`config.mk`:
```
export PLATFORM = sky130hd
export DESIGN_NAME = serial_bus_arbiter
export DESIGN_NICKNAME = d
export VERILOG_FILES = /design/src/rtl/serial_bus_arbiter.sv
export SDC_FILE = /design/constraint.sdc
export NUM_CORES = 1
export LEC_CHECK = 0
export CAP_MARGIN = 10
export CORE_ASPECT_RATIO = 1.25
export CORE_UTILIZATION = 62
export CTS_BUF_LIST = sky130_fd_sc_hd__clkbuf_8
export DETAILED_ROUTE_END_ITERATION = 16
export PLACE_DENSITY_LB_ADDON = 0.25
export SYNTH_ARGS = -nofsm -noshare
export SYNTH_HDL_FRONTEND = slang
export SYNTH_SLANG_ARGS = --single-unit
```
`constraint.sdc`:
```
create_clock -name medClk -period 2.9 [get_ports medClk]
set_clock_uncertainty 0.1 [all_clocks]
set_input_delay 0.58 -clock medClk [delete_from_list [all_inputs] [get_ports medClk]]
set_output_delay 0.58 -clock medClk [all_outputs]
set_load 0.01 [all_outputs]
```
`src/rtl/serial_bus_arbiter.sv`:
```
// serial_bus_arbiter: round-robin arbiter for a shared bus with guard gap and hold timeout
module serial_bus_arbiter #(
  parameter int N_CORES      = 4,
  parameter int IDX_W        = 2,
  parameter int GUARD_CYCLES = 2,
  parameter int MAX_HOLD     = 1024,
  parameter int HOLD_W       = 11
) (
  input  logic               medClk,
  input  logic               rst,
  input  logic [N_CORES-1:0] req,
  output logic [N_CORES-1:0] gnt,
  output logic [IDX_W-1:0]   owner,
  output logic               busy,
  output logic               timeout
);
  localparam int GW = $clog2(GUARD_CYCLES + 1);
  localparam logic [1:0] IDLE  = 2'd0;
  localparam logic [1:0] GRANT = 2'd1;
  localparam logic [1:0] GUARD = 2'd2;
  logic [1:0]         state_q, state_d;
  logic [IDX_W-1:0]   rr_q, rr_d, owner_q, owner_d, sel, idx, nxt;
  logic [N_CORES-1:0] gnt_q, gnt_d;
  logic [HOLD_W-1:0]  hold_q, hold_d;
  logic [GW-1:0]      gcnt_q, gcnt_d;
  logic               timeout_q, timeout_d, expire;
  assign gnt     = gnt_q;
  assign owner   = owner_q;
  assign busy    = state_q != IDLE;
  assign timeout = timeout_q;
  assign nxt     = owner_q == IDX_W'(N_CORES - 1) ? '0 : owner_q + 1'b1;
  assign expire  = MAX_HOLD != 0 && hold_q == HOLD_W'(MAX_HOLD - 1);
  // first requester at or after the round-robin pointer; scanned backwards so the nearest wins
  always_comb begin
    sel = rr_q;
    idx = rr_q;
    for (int k = N_CORES - 1; k >= 0; k--) begin
      idx = IDX_W'((int'(rr_q) + k) % N_CORES);
      if (req[idx]) sel = idx;
    end
  end
  // next-state logic: IDLE picks a winner, GRANT waits for release or timeout, GUARD pads the gap
  always_comb begin
    state_d   = state_q;
    rr_d      = rr_q;
    owner_d   = owner_q;
    gnt_d     = gnt_q;
    hold_d    = hold_q;
    gcnt_d    = gcnt_q;
    timeout_d = 1'b0;
    if (state_q == IDLE) begin
      if (|req) begin
        state_d = GRANT;
        owner_d = sel;
        gnt_d   = N_CORES'(1) << sel;
        hold_d  = '0;
      end
    end else if (state_q == GRANT) begin
      hold_d = hold_q == '1 ? hold_q : hold_q + 1'b1;
      if (!req[owner_q] || expire) begin
        state_d   = GUARD;
        gnt_d     = '0;
        rr_d      = nxt;
        gcnt_d    = '0;
        timeout_d = req[owner_q];
      end
    end else begin
      gcnt_d  = gcnt_q + 1'b1;
      state_d = gcnt_q == GW'(GUARD_CYCLES - 1) ? IDLE : state_q;
    end
  end
  // state registers with immediate asynchronous clear
  always_ff @(posedge medClk or posedge rst) begin
    if (rst) begin
      state_q   <= IDLE;
      rr_q      <= '0;
      owner_q   <= '0;
      gnt_q     <= '0;
      hold_q    <= '0;
      gcnt_q    <= '0;
      timeout_q <= 1'b0;
    end else begin
      state_q   <= state_d;
      rr_q      <= rr_d;
      owner_q   <= owner_d;
      gnt_q     <= gnt_d;
      hold_q    <= hold_d;
      gcnt_q    <= gcnt_d;
      timeout_q <= timeout_d;
    end
  end
endmodule

```
==> flow_metrics.py, run 1 <==
metrics = {
    "status": {
        "run_status": "finished, final reports clean",
    },
    "yosys": {
        "ys_warn_count": 0,
        "ys_types": 40,
        "synth_area_sq_um": 1280,
        "synth_edf_count": 0,
        "ys_ff_latch": 24,
        "synth.avg_cell_area_sq_um": 9.846,
        "synth_nets": 139,
        "synthArstFlopShare_pct": 100.0,
        "seq_area_frac_synth_pct": 46.92,
        "postSynthCellCount": 130,
        "ys.flop_type": "dfrtp_1",
    },
    "clock_tree": {
        "clkTransAtPathRegs_ps": 80,
        "max-clock-path-buffers": 2,
        "cts-resized-gates": 0,
        "cts-htree-levels": 1,
        "postCtsHoldBufs": 0,
        "worstSkewPairLatency_ps": 260,
        "numCtsBuffers": 3,
        "post_cts_buffers": 0,
        "cts_sinks": 24,
        "root_buffer": "clkbuf_8",
        "tritoncts": "done",
    },
    "routing": {
        "wl_per_cell_um": 15.86,
        "drt-pass1-iter-count": 4,
        "drc": 0,
        "vias": 1058,
        "vias_per_cell": 6.373,
        "drt-total-wl_um": 2633,
        "drtIter0Drc": 32,
        "ant_nets": 0,
    },
    "worst_setup_path": {
        "worst_r2r_endpoint": "rr_q[1]",
        "crit_type": "in -> reg",
        "critical_path_arrival_ps": 2350,
        "r2r_slack_ps": 820,
        "reg2reg_depth": 5,
        "start_kind": "input pin",
        "worstPathRequired_ps": 2950,
        "reg2reg_from": "hold_q[0]",
        "cp-end-kind": "flip-flop",
        "crit_fanout": 7,
    },
    "die": {
        "start_util_pct": 65.33,
        "die_w_um": 42.64,
        "die-area_sq_um": 2251,
        "io_pins": 14,
        "core_area_sq_um": 1959,
        "dieHeight_um": 52.80,
        "rows": 18,
    },
    "sta": {
        "hold_violations": 0,
        "whs_ps": 429.0,
        "rsz0062_at_grt": "no",
        "timing.slew.headroom_pct": 51.12,
        "finalSetupViolations": 0,
        "period_share_pct": 79.41,
        "tightest_slew_ps": 724.1,
        "finalCriticalPeriod_ps": 2303,
        "layout_setup_ws_ps": 597.0,
        "max_freq_mhz": 434.2,
        "finalMaxSlewViolations": 0,
        "fin_tns_setup_ps": 0,
    },
    "pwr": {
        "switching_power_mw": 0.4782,
        "intPower_mw": 0.7746,
        "ir_drop_mv": 0.6045,
        "sw_frac_of_total_pct": 38.17,
        "p_comb_share_pct": 41.9,
        "power.leakage_nw": 0.6616,
        "power.density_nw_per_um2": 845.7,
        "seqPwrFrac_pct": 43.0,
        "p_clk_share_pct": 15.0,
    },
    "global_routing": {
        "grt_max_degree": 25,
        "antenna_found_initial": 0,
        "grt_pass1_wl_um": 4298,
        "grt_pass1_vias": 1015,
        "track_usage_pct": 25.44,
        "gr-total-overflow": 0,
    },
    "finish": {
        "final_common_cell": "dfrtp_1",
        "drive_above_1_share_pct": 6.849,
        "mostFrequentLayoutCells": "dfrtp_1, nand2_1, clkdlybuf4s50_1",
        "layout.nets": 157,
        "area_growth_pct": 15.74,
        "diodes": 0,
    },
    "placed_design": {
        "port-buffer-count": 13,
        "pre_cts_ws_ps": 327.8,
        "gp_congestion": 0.8237,
        "dp_hpwl_um": 2023,
    },
    "flow_run": {
        "drv_cap": 0,
    },
    "hold_path": {
        "hold-path-endpoint": "hold_q[10]",
        "holdCritStartpoint": "hold_q[10]",
        "hold_depth": 1,
        "hold_class": "reg -> reg",
    },
}
-- cells in the mapped netlist, types with 2 or more instances --
cell      number  share of area (%)
ha_1           3                2.9
o311ai_0       2                1.4
o21ai_0        8                3.1
dfrtp_1       24                 47
nor2b_1        4                2.0
mux2_1         2                1.8
mux2i_1        3                2.3
nand3_1        3                1.2
nand4_2        2                2.0
inv_1          6                1.8
nand4_1        3                1.5
o211ai_1       3                1.8
nand2b_1       2               0.98
and2_1         5                2.4
or4_1          2                1.2
nand2_1       19                5.6
o22ai_1        4                2.0
a32o_1         2                1.6
and3_1         2               0.98
buf_2          2               0.78
nor2_1        10                2.9
-- registers in the layout (all words and copies together) (netlist names) --
register,cells
gcnt_q,2
gnt,4
hold_q,11
owner,2
rr_q,2
state_q,2
timeout,1
-- critical path: stages --
cell and delay [ps]:
clkdlybuf4s50_1 510, mux4_2 500, o41ai_1 110, and2_1 290, mux2_1 340
-- cells by family after synthesis --
logic type | Yosys count | share of synthesized area [%]
muxes | 6 | 5.865
xor gates and xnor gates | 1 | 0.6844
buffers and inverters | 8 | 2.541
and+or+nand+nor | 58 | 24.44
DFF | 24 | 46.92
AOI/OAI and AO/OA | 30 | 16.62
adders and majority gates | 3 | 2.933
-- worst max-delay path by stage --
stage | from | slack, ps | endpoint
2_1_floorplan | req[3] | 980 | rr_q[0]
3_3_place_gp | req[1] | 410 | rr_q[0]
3_5_place_dp | req[1] | 330 | rr_q[1]
4_1_cts | req[1] | 610 | rr_q[1]
5_1_grt | req[3] | 520 | hold_q[2]
6_report | req[1] | 600 | rr_q[1]
-- metrics by stage --
stage | cell area (sq um) | total power, mW | std cells | util, %
5_1_grt | 1481 | 1.338 | 166 | 75.61
6_report | 1481 | 1.253 | 166 | 75.61
4_1_cts | 1481 | 1.257 | 166 | 75.61
3_3_place_gp | 1440 | 1.040 | 163 | 73.50
2_1_floorplan | 1280 | 0.8699 | 130 | -
3_5_place_dp | 1440 | 1.067 | 163 | 73.50
-- area by class of cell --
| cell class | instances | area [sq um] |
|---|---|---|
| multi-input cells | 98 | 646.9 |
| flip-flops and latches | 24 | 600.6 |
| fillers | 140 | 478.0 |
| repair buffers | 15 | 145.1 |
| clock buffers | 3 | 41.29 |
| well taps | 20 | 25.02 |
| inverters | 6 | 22.52 |
-- layer usage --
metal / part of all wire [%] / vias to the layer above / routed length (um) / global-route usage, %
li1: - / 510 / - / -
met2: 54 / 29 / 1417 / 46.97
met1: 41 / 512 / 1087 / 28.82
met4: 1.7 / 0 / 46 / 9.375
met3: 3.1 / 7 / 82 / 4.483
met5: 0 / - / 0 / 0
-- power groups by stage --
| stage | Combinational [mW] | Sequential, mW | Clock (mW) |
|---|---|---|---|
| floorplan | 0.338 | 0.532 | 0 |
| finish | 0.525 | 0.539 | 0.188 |
| detailed placement | 0.523 | 0.545 | 0 |
| CTS | 0.526 | 0.537 | 0.193 |
| global placement | 0.500 | 0.540 | 0 |
| global route | 0.580 | 0.555 | 0.203 |
Note: power is estimated with default switching activity, not from simulation.
==> inputs of run 2 (changes only) <==
--- a/config.mk
+++ b/config.mk
@@ -7,7 +7,7 @@
 export LEC_CHECK = 0
 export CAP_MARGIN = 10
 export CORE_ASPECT_RATIO = 1.25
-export CORE_UTILIZATION = 62
+export CORE_UTILIZATION = 57
 export CTS_BUF_LIST = sky130_fd_sc_hd__clkbuf_8
 export DETAILED_ROUTE_END_ITERATION = 16
 export PLACE_DENSITY_LB_ADDON = 0.25
==> constraint.sdc (replaced) <==
create_clock -name medClk -period 2.2 [get_ports medClk]
set_clock_uncertainty 0.1 [all_clocks]
set_input_delay 0.44 -clock medClk [delete_from_list [all_inputs] [get_ports medClk]]
set_output_delay 0.44 -clock medClk [all_outputs]
set_load 0.01 [all_outputs]
==> flow_metrics.py, run 2 (synthesis gave the netlist of run 1 again) <==
metrics = {
    "routing": {
        "drt-pass1-iter-count": 4,
        "vias": 1120,
        "drtIter0Drc": 21,
        "wl_per_cell_um": 15.58,
        "drc": 0,
        "drt-total-wl_um": 2867,
        "ant_nets": 0,
        "vias_per_cell": 6.087,
    },
    "pwr": {
        "intPower_mw": 1.202,
        "seqPwrFrac_pct": 38.2,
        "power.total_mw": 1.870,
        "ir_drop_mv": 0.9245,
        "p_clk_share_pct": 20.4,
        "p_comb_share_pct": 41.4,
        "power.leakage_nw": 0.7150,
        "sw_frac_of_total_pct": 35.73,
        "switching_power_mw": 0.6681,
        "power.density_nw_per_um2": 1177,
    },
    "die": {
        "start_util_pct": 62.45,
        "dieHeight_um": 54.98,
        "io_pins": 14,
        "die_w_um": 44.39,
        "die-area_sq_um": 2440,
        "rows": 18,
        "core_area_sq_um": 2049,
    },
    "status": {
        "run_status": "finished, final reports clean",
    },
    "clock_tree": {
        "post_cts_buffers": 0,
        "max-clock-path-buffers": 2,
        "cts_sinks": 24,
        "numCtsBuffers": 3,
        "worstSkewPairLatency_ps": 270,
        "cts-resized-gates": 0,
        "postCtsHoldBufs": 0,
        "cts-htree-levels": 1,
        "root_buffer": "clkbuf_8",
        "tritoncts": "done",
        "clkTransAtPathRegs_ps": 80,
    },
    "sta": {
        "rsz0062_at_grt": "no",
        "timing.slew.headroom_pct": 53.86,
        "tightest_slew_ps": 683.5,
        "finalMaxSlewViolations": 0,
        "finalCriticalPeriod_ps": 2034,
        "finalSetupViolations": 0,
        "period_share_pct": 92.43,
        "hold_violations": 0,
        "whs_ps": 413.7,
        "max_freq_mhz": 491.8,
        "layout_setup_ws_ps": 166.5,
    },
    "finish": {
        "final_common_cell": "dfrtp_1",
        "largest_register_ffs": 11,
        "mostFrequentLayoutCells": "dfrtp_1, nand2_1, clkdlybuf4s50_1",
        "drive_above_1_share_pct": 11.69,
        "area_growth_pct": 24.14,
        "largest_register": "hold_q",
        "diodes": 0,
        "layout.nets": 164,
    },
    "worst_setup_path": {
        "cp_slowest_cell": "or4_1",
        "critical_path_arrival_ps": 2100,
        "cp_top_family": "simple AND/OR/NAND/NOR gates",
        "start_kind": "flip-flop",
        "max_stage_delay_ps": 670,
        "crit_fanout": 7,
        "worstPathRequired_ps": 2260,
        "crit_type": "reg -> reg",
        "cp-end-kind": "flip-flop",
        "crit_buf_inv": 1,
        "cp_cell_sequence": "ha_1 > inv_1 > or4_1 > and3_4 > a31o_1",
    },
    "placed_design": {
        "port-buffer-count": 13,
        "gp_congestion": 0.8397,
        "dp_hpwl_um": 2101,
        "pre_cts_ws_ps": -91.61,
    },
    "global_routing": {
        "track_usage_pct": 26.94,
        "grt_pass1_wl_um": 4692,
        "antenna_found_initial": 0,
        "grt_max_degree": 25,
        "gr-total-overflow": 0,
        "grt_pass1_vias": 1049,
    },
    "hold_path": {
        "hold_class": "in -> async",
    },
    "flow_run": {
        "drv_cap": 0,
    },
}
## run 2: cell types whose count changed in the layout (fill, tap and decap cells not counted)
cell / before / now
buf_4: 2 / 8
buf_12: 0 / 1
bufinv_16: 0 / 1
## run 2: power groups by stage
stage	Clock, mW	Sequential (mW)	Combinational (mW)
2_1_floorplan	0	0.701	0.446
4_1_cts	0.388	0.710	0.771
3_3_place_gp	0	0.708	0.735
6_report	0.382	0.714	0.774
3_5_place_dp	0	0.718	0.768
5_1_grt	0.398	0.736	0.856
## run 2: metal layers
layer	GRT usage [%]	part of all wire, %	up-vias
met4	15.15	2.5	0
met3	3.247	2.3	6
met1	32.15	42	562
met2	47.06	53	27
li1	-	-	525
met5	0	0	-
## run 2: final timing paths
check / start / cells after the start / slack [ps] / end
hold / removal: rst / 3 / 410 / gnt[1]
setup reg to reg: hold_q[0] / 5 / 170 / hold_q[1]
hold reg to reg: gcnt_q[1] / 2 / 430 / gcnt_q[1]
min in group medClk: gcnt_q[1] / 2 / 430 / gcnt_q[1]
max in group asynchronous: rst / 3 / 1360 / gcnt_q[1]
setup / recovery: hold_q[0] / 5 / 170 / hold_q[1]
## run 2: layout make-up
type	count	area, sq um
well taps	30	37.54
clock inverters	1	30.03
repair buffers	22	210.2
inverters	6	22.52
flip-flops and latches	24	600.6
multi-input cells	98	646.9
fillers	146	460.4
clock buffers	3	41.29
## run 2: worst register-to-register path, stage by stage (launching register included)
cell	delay [ps]
dfrtp_1	410
ha_1	240
inv_1	100
or4_1	670
and3_4	250
a31o_1	170
## run 2: stage by stage
stage / cells / util [%] / TNS [ps] / cell area, sq um
global placement: 180 / 74.05 / -101.4 / 1518
CTS: 184 / 77.53 / 0 / 1589
global route: 184 / 77.53 / 0 / 1589
detailed placement: 180 / 74.05 / -591.3 / 1518
finish: 184 / 77.53 / 0 / 1589
floorplan: 130 / - / 0 / 1280
